<file path="config.mk">
export PLATFORM = sky130hd
export DESIGN_NAME = bht_predictor
export DESIGN_NICKNAME = d
export VERILOG_FILES = /design/src/rtl/bht_predictor_pkg.sv /design/src/rtl/bht_predictor_sat_counter_table.sv /design/src/rtl/bht_predictor.sv
export SDC_FILE = /design/constraint.sdc
export NUM_CORES = 2
export LEC_CHECK = 0
export ABC_CLOCK_PERIOD_IN_PS = 8700
export CAP_MARGIN = 20
export CORE_MARGIN = 5
export CORE_UTILIZATION = 45
export DETAILED_ROUTE_END_ITERATION = 16
export PLACE_DENSITY = 0.66
export SKIP_LAST_GASP = 1
export SYNTH_ARGS = -nofsm -noshare
export SYNTH_HDL_FRONTEND = slang
export SYNTH_SLANG_ARGS = --single-unit
</file>
<file path="constraint.sdc">
create_clock -name clk -period 8.7 [get_ports clk]
set_input_delay 1.305 -clock clk [delete_from_list [all_inputs] [get_ports clk]]
set_output_delay 1.305 -clock clk [all_outputs]
set_load 0.02 [all_outputs]
</file>
<file path="src/rtl/bht_predictor_pkg.sv">
// rtl/bht_predictor_pkg.sv - shared opcodes, FSM states and default parameters
package bht_predictor_pkg;

  localparam int DEF_INDEX_W  = 6;
  localparam int DEF_CTR_W    = 2;
  localparam int DEF_TAG_W    = 8;
  localparam int DEF_CTR_INIT = 1;

  localparam logic [6:0] OPC_JAL    = 7'b1101111;
  localparam logic [6:0] OPC_JALR   = 7'b1100111;
  localparam logic [6:0] OPC_BRANCH = 7'b1100011;

  typedef enum logic {
    ST_IDLE      = 1'b0,
    ST_WAIT_JALR = 1'b1
  } state_e;

endpackage

</file>
<file path="src/rtl/bht_predictor_sat_counter_table.sv">
// rtl/bht_predictor_sat_counter_table.sv - saturating counter table, one read port, one update port
module sat_counter_table
  import bht_predictor_pkg::*;
#(
  parameter int INDEX_W  = DEF_INDEX_W,
  parameter int CTR_W    = DEF_CTR_W,
  parameter int CTR_INIT = DEF_CTR_INIT
) (
  input  logic               clk,
  input  logic               rst,
  input  logic               en,
  input  logic [INDEX_W-1:0] rd_idx,
  output logic [CTR_W-1:0]   rd_ctr,
  input  logic               upd_valid,
  input  logic [INDEX_W-1:0] upd_idx,
  input  logic               upd_taken
);

  localparam int                 N        = 1 << INDEX_W;
  localparam logic [CTR_W-1:0]   CTR_MAX  = '1;
  localparam logic [CTR_W-1:0]   CTR_RST  = CTR_W'(CTR_INIT);

  logic [CTR_W-1:0] ctr_q [N];
  logic [CTR_W-1:0] ctr_d [N];
  logic [CTR_W-1:0] cur;

  // Read from the registered array so a same-cycle update is not visible.
  assign rd_ctr = ctr_q[rd_idx];

  always_comb begin
    ctr_d = ctr_q;
    cur   = ctr_q[upd_idx];
    if (upd_valid) begin
      if (upd_taken && (cur != CTR_MAX)) begin
        ctr_d[upd_idx] = cur + CTR_W'(1);
      end else if (!upd_taken && (cur != '0)) begin
        ctr_d[upd_idx] = cur - CTR_W'(1);
      end
    end
  end

  always_ff @(posedge clk) begin
    if (!rst) begin
      for (int i = 0; i < N; i++) begin
        ctr_q[i] <= CTR_RST;
      end
    end else if (en) begin
      ctr_q <= ctr_d;
    end
  end

endmodule

</file>
<file path="src/rtl/bht_predictor.sv">
// rtl/bht_predictor.sv - branch predictor: BHT counters, JALR BTB and immediate decode
module bht_predictor
  import bht_predictor_pkg::*;
#(
  parameter int INDEX_W  = DEF_INDEX_W,
  parameter int CTR_W    = DEF_CTR_W,
  parameter int TAG_W    = DEF_TAG_W,
  parameter int CTR_INIT = DEF_CTR_INIT
) (
  input  logic        clk,
  input  logic        rst,
  input  logic        rdy,
  input  logic        req_valid,
  input  logic [31:0] req_pc,
  input  logic [31:0] req_instr,
  output logic        req_ready,
  output logic        resp_valid,
  output logic        resp_is_jump,
  output logic        resp_taken,
  output logic [31:0] resp_pc,
  input  logic        upd_valid,
  input  logic [31:0] upd_pc,
  input  logic        upd_is_jalr,
  input  logic        upd_taken,
  input  logic [31:0] upd_target,
  input  logic        alu_jalr_valid,
  input  logic [31:0] alu_jalr_target,
  input  logic        flush
);

  localparam int N = 1 << INDEX_W;

  state_e      state_q, state_d;
  logic        resp_valid_q, resp_valid_d;
  logic        resp_is_jump_q, resp_is_jump_d;
  logic        resp_taken_q, resp_taken_d;
  logic [31:0] resp_pc_q, resp_pc_d;

  logic             btb_valid_q  [N];
  logic             btb_valid_d  [N];
  logic [TAG_W-1:0] btb_tag_q    [N];
  logic [TAG_W-1:0] btb_tag_d    [N];
  logic [31:0]      btb_target_q [N];
  logic [31:0]      btb_target_d [N];

  logic [INDEX_W-1:0] req_idx, upd_idx;
  logic [TAG_W-1:0]   req_tag, upd_tag;
  logic [CTR_W-1:0]   rd_ctr;
  logic [6:0]         opcode;
  logic [31:0]        imm_j, imm_b, pc_plus4;
  logic               btb_hit, br_taken;

  assign req_idx  = req_pc[INDEX_W+1:2];
  assign req_tag  = req_pc[INDEX_W+TAG_W+1:INDEX_W+2];
  assign upd_idx  = upd_pc[INDEX_W+1:2];
  assign upd_tag  = upd_pc[INDEX_W+TAG_W+1:INDEX_W+2];

  assign opcode   = req_instr[6:0];
  assign imm_j    = {{12{req_instr[31]}}, req_instr[19:12], req_instr[20], req_instr[30:21], 1'b0};
  assign imm_b    = {{20{req_instr[31]}}, req_instr[7], req_instr[30:25], req_instr[11:8], 1'b0};
  assign pc_plus4 = req_pc + 32'd4;
  assign btb_hit  = btb_valid_q[req_idx] && (btb_tag_q[req_idx] == req_tag);
  assign br_taken = rd_ctr[CTR_W-1];

  sat_counter_table #(
    .INDEX_W  (INDEX_W),
    .CTR_W    (CTR_W),
    .CTR_INIT (CTR_INIT)
  ) u_ctr_table (
    .clk       (clk),
    .rst       (rst),
    .en        (rdy),
    .rd_idx    (req_idx),
    .rd_ctr    (rd_ctr),
    .upd_valid (upd_valid && !upd_is_jalr),
    .upd_idx   (upd_idx),
    .upd_taken (upd_taken)
  );

  always_comb begin
    state_d        = state_q;
    resp_valid_d   = 1'b0;
    resp_is_jump_d = resp_is_jump_q;
    resp_taken_d   = resp_taken_q;
    resp_pc_d      = resp_pc_q;
    if (flush) begin
      state_d = ST_IDLE;
    end else begin
      case (state_q)
        ST_IDLE: begin
          if (req_valid) begin
            case (opcode)
              OPC_JAL: begin
                resp_valid_d   = 1'b1;
                resp_is_jump_d = 1'b1;
                resp_taken_d   = 1'b1;
                resp_pc_d      = req_pc + imm_j;
              end
              OPC_BRANCH: begin
                resp_valid_d   = 1'b1;
                resp_is_jump_d = 1'b1;
                resp_taken_d   = br_taken;
                resp_pc_d      = br_taken ? (req_pc + imm_b) : pc_plus4;
              end
              OPC_JALR: begin
                if (btb_hit) begin
                  resp_valid_d   = 1'b1;
                  resp_is_jump_d = 1'b1;
                  resp_taken_d   = 1'b1;
                  resp_pc_d      = btb_target_q[req_idx];
                end else begin
                  state_d = ST_WAIT_JALR;
                end
              end
              default: begin
                resp_valid_d   = 1'b1;
                resp_is_jump_d = 1'b0;
                resp_taken_d   = 1'b0;
                resp_pc_d      = pc_plus4;
              end
            endcase
          end
        end
        ST_WAIT_JALR: begin
          if (alu_jalr_valid) begin
            resp_valid_d   = 1'b1;
            resp_is_jump_d = 1'b1;
            resp_taken_d   = 1'b1;
            resp_pc_d      = alu_jalr_target;
            state_d        = ST_IDLE;
          end
        end
        default: state_d = ST_IDLE;
      endcase
    end
  end

  always_comb begin
    btb_valid_d  = btb_valid_q;
    btb_tag_d    = btb_tag_q;
    btb_target_d = btb_target_q;
    if (upd_valid && upd_is_jalr) begin
      btb_valid_d[upd_idx]  = 1'b1;
      btb_tag_d[upd_idx]    = upd_tag;
      btb_target_d[upd_idx] = upd_target;
    end
  end

  always_ff @(posedge clk) begin
    if (!rst) begin
      state_q        <= ST_IDLE;
      resp_valid_q   <= 1'b0;
      resp_is_jump_q <= 1'b0;
      resp_taken_q   <= 1'b0;
      resp_pc_q      <= 32'd0;
      for (int i = 0; i < N; i++) begin
        btb_valid_q[i] <= 1'b0;
      end
    end else if (rdy) begin
      state_q        <= state_d;
      resp_valid_q   <= resp_valid_d;
      resp_is_jump_q <= resp_is_jump_d;
      resp_taken_q   <= resp_taken_d;
      resp_pc_q      <= resp_pc_d;
      btb_valid_q    <= btb_valid_d;
    end
  end

  // Tag and target are qualified by the valid bit, so they need no reset value.
  always_ff @(posedge clk) begin
    if (rst && rdy) begin
      btb_tag_q    <= btb_tag_d;
      btb_target_q <= btb_target_d;
    end
  end

  assign req_ready    = (state_q == ST_IDLE);
  assign resp_valid   = resp_valid_q;
  assign resp_is_jump = resp_is_jump_q;
  assign resp_taken   = resp_taken_q;
  assign resp_pc      = resp_pc_q;

endmodule

</file>
# --- After elaboration in Yosys (flattened, before gate mapping) ---
# Index checks and enable logic that the tools add are counted.
word_totals:
  register_bits: 2788
  latch_bits: 0
  ramBits: 0
  rom_bits: 0
  inputBits: 169
  out_inout_bits: 36
  wordCells: 353
  n_memories: 0
classes:
  addsub: 5
  mul: 0
  n_div: 0
  magnitude_cmp: 3
  n_eq_ne: 8
  shift: 0
  muxes: 55
  n_bitwise: 5
  n_reduce_logical: 16
ops:
  columns: ["op", "count"]
  rows:
  - ["bitwise mux 2048 bit", 1]
  - ["bitwise mux 512 bit", 1]
  - ["bitwise mux 128 bit", 2]
  - ["2-to-1 mux 128 bit", 2]
  - ["2-to-1 mux 32 bit", 7]
  - ["binary-select mux 32 bit (select 6 bit)", 1]
  - ["demux 32 bit (select 6 bit)", 1]
  - ["one-hot mux 32 bit (3 select lines)", 1]
  - ["adder 32 bit", 2]
  - ["OR 64 bit", 1]
  - ["one-hot mux 32 bit (2 select lines)", 1]
  - ["binary-select mux 8 bit (select 6 bit)", 1]
  - ["demux 8 bit (select 6 bit)", 1]
  - ["adder 32 x 3 -> 32 bit, second input constant", 1]
  - ["binary-select mux 2 bit (select 6 bit)", 2]
  - ["2-to-1 mux 8 bit", 3]
  - ["equality test 7 bit, second input constant", 3]
  - ["2-to-1 mux 1 bit", 17]
  - [">= comparator 7 bit, second input constant", 2]
  - ["NOT 6 -> 7 bit", 2]
  - ["demux 2 bit (select 6 bit)", 1]
  - ["2-to-1 mux 2 bit", 5]
  - ["one-hot mux 1 bit (2 select lines)", 5]
  - ["equality test 8 bit", 1]
  - ["other kinds (16)", 28]

# --- Logic depth before layout (Yosys ltp) ---
depth:
  word_depth: 11
  depth_mapped: 20
  mapped_depth_nobuf: 15

# --- Cells and area by module ---
# Synthesis repeated with hierarchy kept, for this count alone.
unflattened:
  hier_cells: 5726
  hier_area_um2: 113308.7
modules_own_cells:
  columns: ["module", "instances", "cells_per_inst", "area_each_um2", "seq_area_each_um2"]
  rows:
  - ["bht_predictor", 1, 4904, 105999.2, 78875.6]
  - ["sat_counter_table", 1, 822, 7309.5, 2562.5]

# --- Worst setup path before layout ---
# Ideal clock, no wire load.
synth_timing:
  path_kind: "in2reg"
  from: "input port upd_pc[3]"
  to: "register with a tool-made name"
  setup_time_ns: 0.150
  arrival_ns: 4.519
  required_ns: 8.550
  setup_slack_ns: 4.031
  cell_stages: 19
  path_buffers: 6
  path_cell_list: "clkbuf_1 nand2_1 or2_2 clkbuf_1 o22ai_1 nor4_1 o22a_1 and4_1 clkbuf_1 inv_1 clkbuf_1 ha_1 nor2_1 o2111a_1 clkbuf_1 nand2_1 clkbuf_1 o21ai_0 o311ai_0"
synth_rtl:
  columns: ["element", "line", "rtl"]
  rows:
  - ["start: declaration", "bht_predictor.sv:22", "input logic [31:0] upd_pc,"]

==> impl_metrics.tcl <==
set metrics [dict create \
    ioPinCount 205 \
    path_clk_slew_ns 0.06 \
    fillers 19650 \
    vias 63610 \
    cts_tree "yes" \
    max_freq_mhz 160.5 \
    slew_violations 0 \
    drive_above_1_share 0.2331 \
    crit_path_max_fanout 49 \
    grt_max_degree 108 \
    ys_ff_latch 2788 \
    p_leak_nw 40.95 \
    tns_ns 0 \
    power.total_mw 28.18 \
    antenna_found_initial 41 \
    finalHoldViolCount 0 \
    syn-instance-count 5837 \
    root_buffer "clkbuf_16" \
    coreArea_mm2 0.2487 \
    synth_flop_cell "edfxtp_1" \
    critPathCaptureType "flip-flop" \
    ys_types 94 \
    clock_path_buffers 4 \
    cts_resized 0 \
    synth.area.top_cells "edfxtp_1 (68%), mux4_2 (14%), dfxtp_1 (4.1%), mux2i_1 (1.1%), o21ai_0 (0.88%)" \
    avgSynthCellArea_um2 19.26 \
    syn_to_final_growth_pct 13.75 \
    viasPerCell 6.542 \
    design_area_mm2 0.1279 \
    fin_nets 6390 \
    die_area_mm2 0.2599 \
    start_util 0.4520 \
    yosysSeqAreaShare 0.7245 \
    whs_ns 0.4499 \
    track_usage 0.2673 \
    routabilityCongestion 0.9287 \
    route.detailed.wl_per_inst_um 36.05 \
    dieHeight_um 509.8 \
    drt.antenna.violating_nets 0 \
    grt_pass1_vias 61020 \
    die_w_um 509.8 \
    drv_cap 0 \
    peakVddDrop_uv 146.5 \
    dp_hpwl_um 207000 \
    relSlewSlack 0.1717 \
    setup_viol 0 \
    syn_area_mm2 0.1124 \
    worstHoldPathType "flip-flop to flip-flop" \
    fin_util 0.5142 \
    drc 0 \
    worst_slew_pin_slew_ns 1.240 \
    placed_cell_area_mm2 0.1187 \
    grt-ovfl-total 0 \
    synth_async_sr_flop_share 0 \
    rsz0062_at_grt "false" \
    post-route-period-util 0.7163 \
    synth_nets 6054 \
    row_count 183 \
    power_density_mw_per_mm2 220.4 \
    drtPass1Iterations 5 \
    cp-start-kind "primary input" \
    critPathRequiredTime_ns 9.48 \
    grt_pass1_wl_um 485700 \
    yosysTopAreaCell "edfxtp_1" \
    cts-buffers-inserted 297 \
    synth_top_area_share 0.6839 \
    cp.arrival_ns 7.01 \
    clock_latency_ns 0.97 \
    status "finished clean" \
    numClockSinks 2788 \
    post-cts-setup-buffers 0 \
    hold_buffers 0 \
    min_period_ns 6.232 \
    htree_num_levels 5 \
    dr.first_iter.drc_count 9482 \
    routed_wl_um 350500 \
    io_buffers 186 \
    synthMostInstantiatedCell "edfxtp_1" \
    crit_type "primary input to flip-flop" \
    synth_edf_count 2560 \
    synth.top_cells.by_count "edfxtp_1 (2560), mux4_2 (697), nor2_1 (238)" \
    clock-skew-final_ns 0.06040 \
    ys_warn_count 0 \
]
[worst max-delay path, stage by stage]
cell and delay (ns):
clkdlybuf4s50_1 0.75, or3_1 0.48, o22ai_1 0.16, nor4_1 0.40
o22a_1 0.22, and4_1 0.66, inv_2 0.04, buf_4 0.32
ha_1 0.30, nor2_1 0.09, o2111a_1 0.79, nand2_1 0.85
o21ai_0 0.42, o311ai_0 0.17
[cell type report]
cell class | count | area [um2] | area share
Inverter | 34 | 127.6 | 0.0009982
Timing Repair Buffer | 408 | 3726 | 0.02914
Clock inverter | 126 | 1039 | 0.008122
Antenna cell | 20 | 50.05 | 0.0003914
Clock buffer | 372 | 7881 | 0.06164
Sequential cell | 2788 | 81440 | 0.6370
Tap cell | 3330 | 4167 | 0.03259
Multi-Input combinational cell | 2644 | 29430 | 0.2301
[logic make-up after synthesis]
kind of cell / share of synthesized area
compound gates: 0.05521
xor+xnor: 0.004675
fa+ha+maj: 0.005477
buf+inv: 0.01867
flops: 0.7245
mux: 0.1596
simple gates: 0.03179
[state kept, by name, indices dropped and copies added (netlist names), named ones only]
signal	cells
state_q	1
btb_valid_q	64
resp_valid	1
resp_is_jump	1
btb_target_q	2048
resp_pc	32
resp_taken	1
btb_tag_q	512
u_ctr_table.ctr_q	64
[where the power goes]
group	total, mW	switching, mW	internal [mW]
registers	14.6	0.0102	14.6
logic	1.62	1.02	0.603
clock network	11.9	5.03	6.88
total	28.2	6.06	22.1
[metal layers]
| metal | up-vias | global-route usage | part of all wire |
|---|---|---|---|
| li1 | 25080 | - | - |
| met1 | 33660 | 0.3673 | 0.37 |
| met2 | 4113 | 0.4106 | 0.47 |
| met3 | 733 | 0.06688 | 0.12 |
| met4 | 16 | 0.1132 | 0.047 |
| met5 | - | 0 | 0.00086 |
[through the flow]
step | setup WS, ns | instances
after CTS | 2.618 | 9689
final | 2.468 | 9722
after detailed placement | 1.588 | 9191
after global placement | 1.727 | 9188
after global routing | 2.100 | 9713
after floorplan | 4.031 | 5837
[cells in the final DEF, fill, tap and decap left out, types with 92 or more instances in the layout]
| cell | count |
|---|---|
| a21o_1 | 92 |
| nor2_1 | 171 |
| clkbuf_16 | 301 |
| nand2_1 | 190 |
| o21ai_0 | 195 |
| a21oi_1 | 147 |
| edfxtp_1 | 2560 |
| mux4_2 | 697 |
| buf_4 | 189 |
| clkdlybuf4s50_1 | 139 |
| dfxtp_1 | 227 |
| mux2i_1 | 127 |
[final timing paths]
check / from / endpoint / slack (ns) / cells past startpoint
hold reg to reg: btb_valid_q[57] / btb_valid_q[57] / 0.45 / 1
hold / removal: btb_valid_q[57] / btb_valid_q[57] / 0.45 / 1
setup / recovery: upd_pc[4] / flip-flop / 2.47 / 14
setup reg to reg: flip-flop / flip-flop / 3.75 / 12
(Power assumes the default switching activity.)
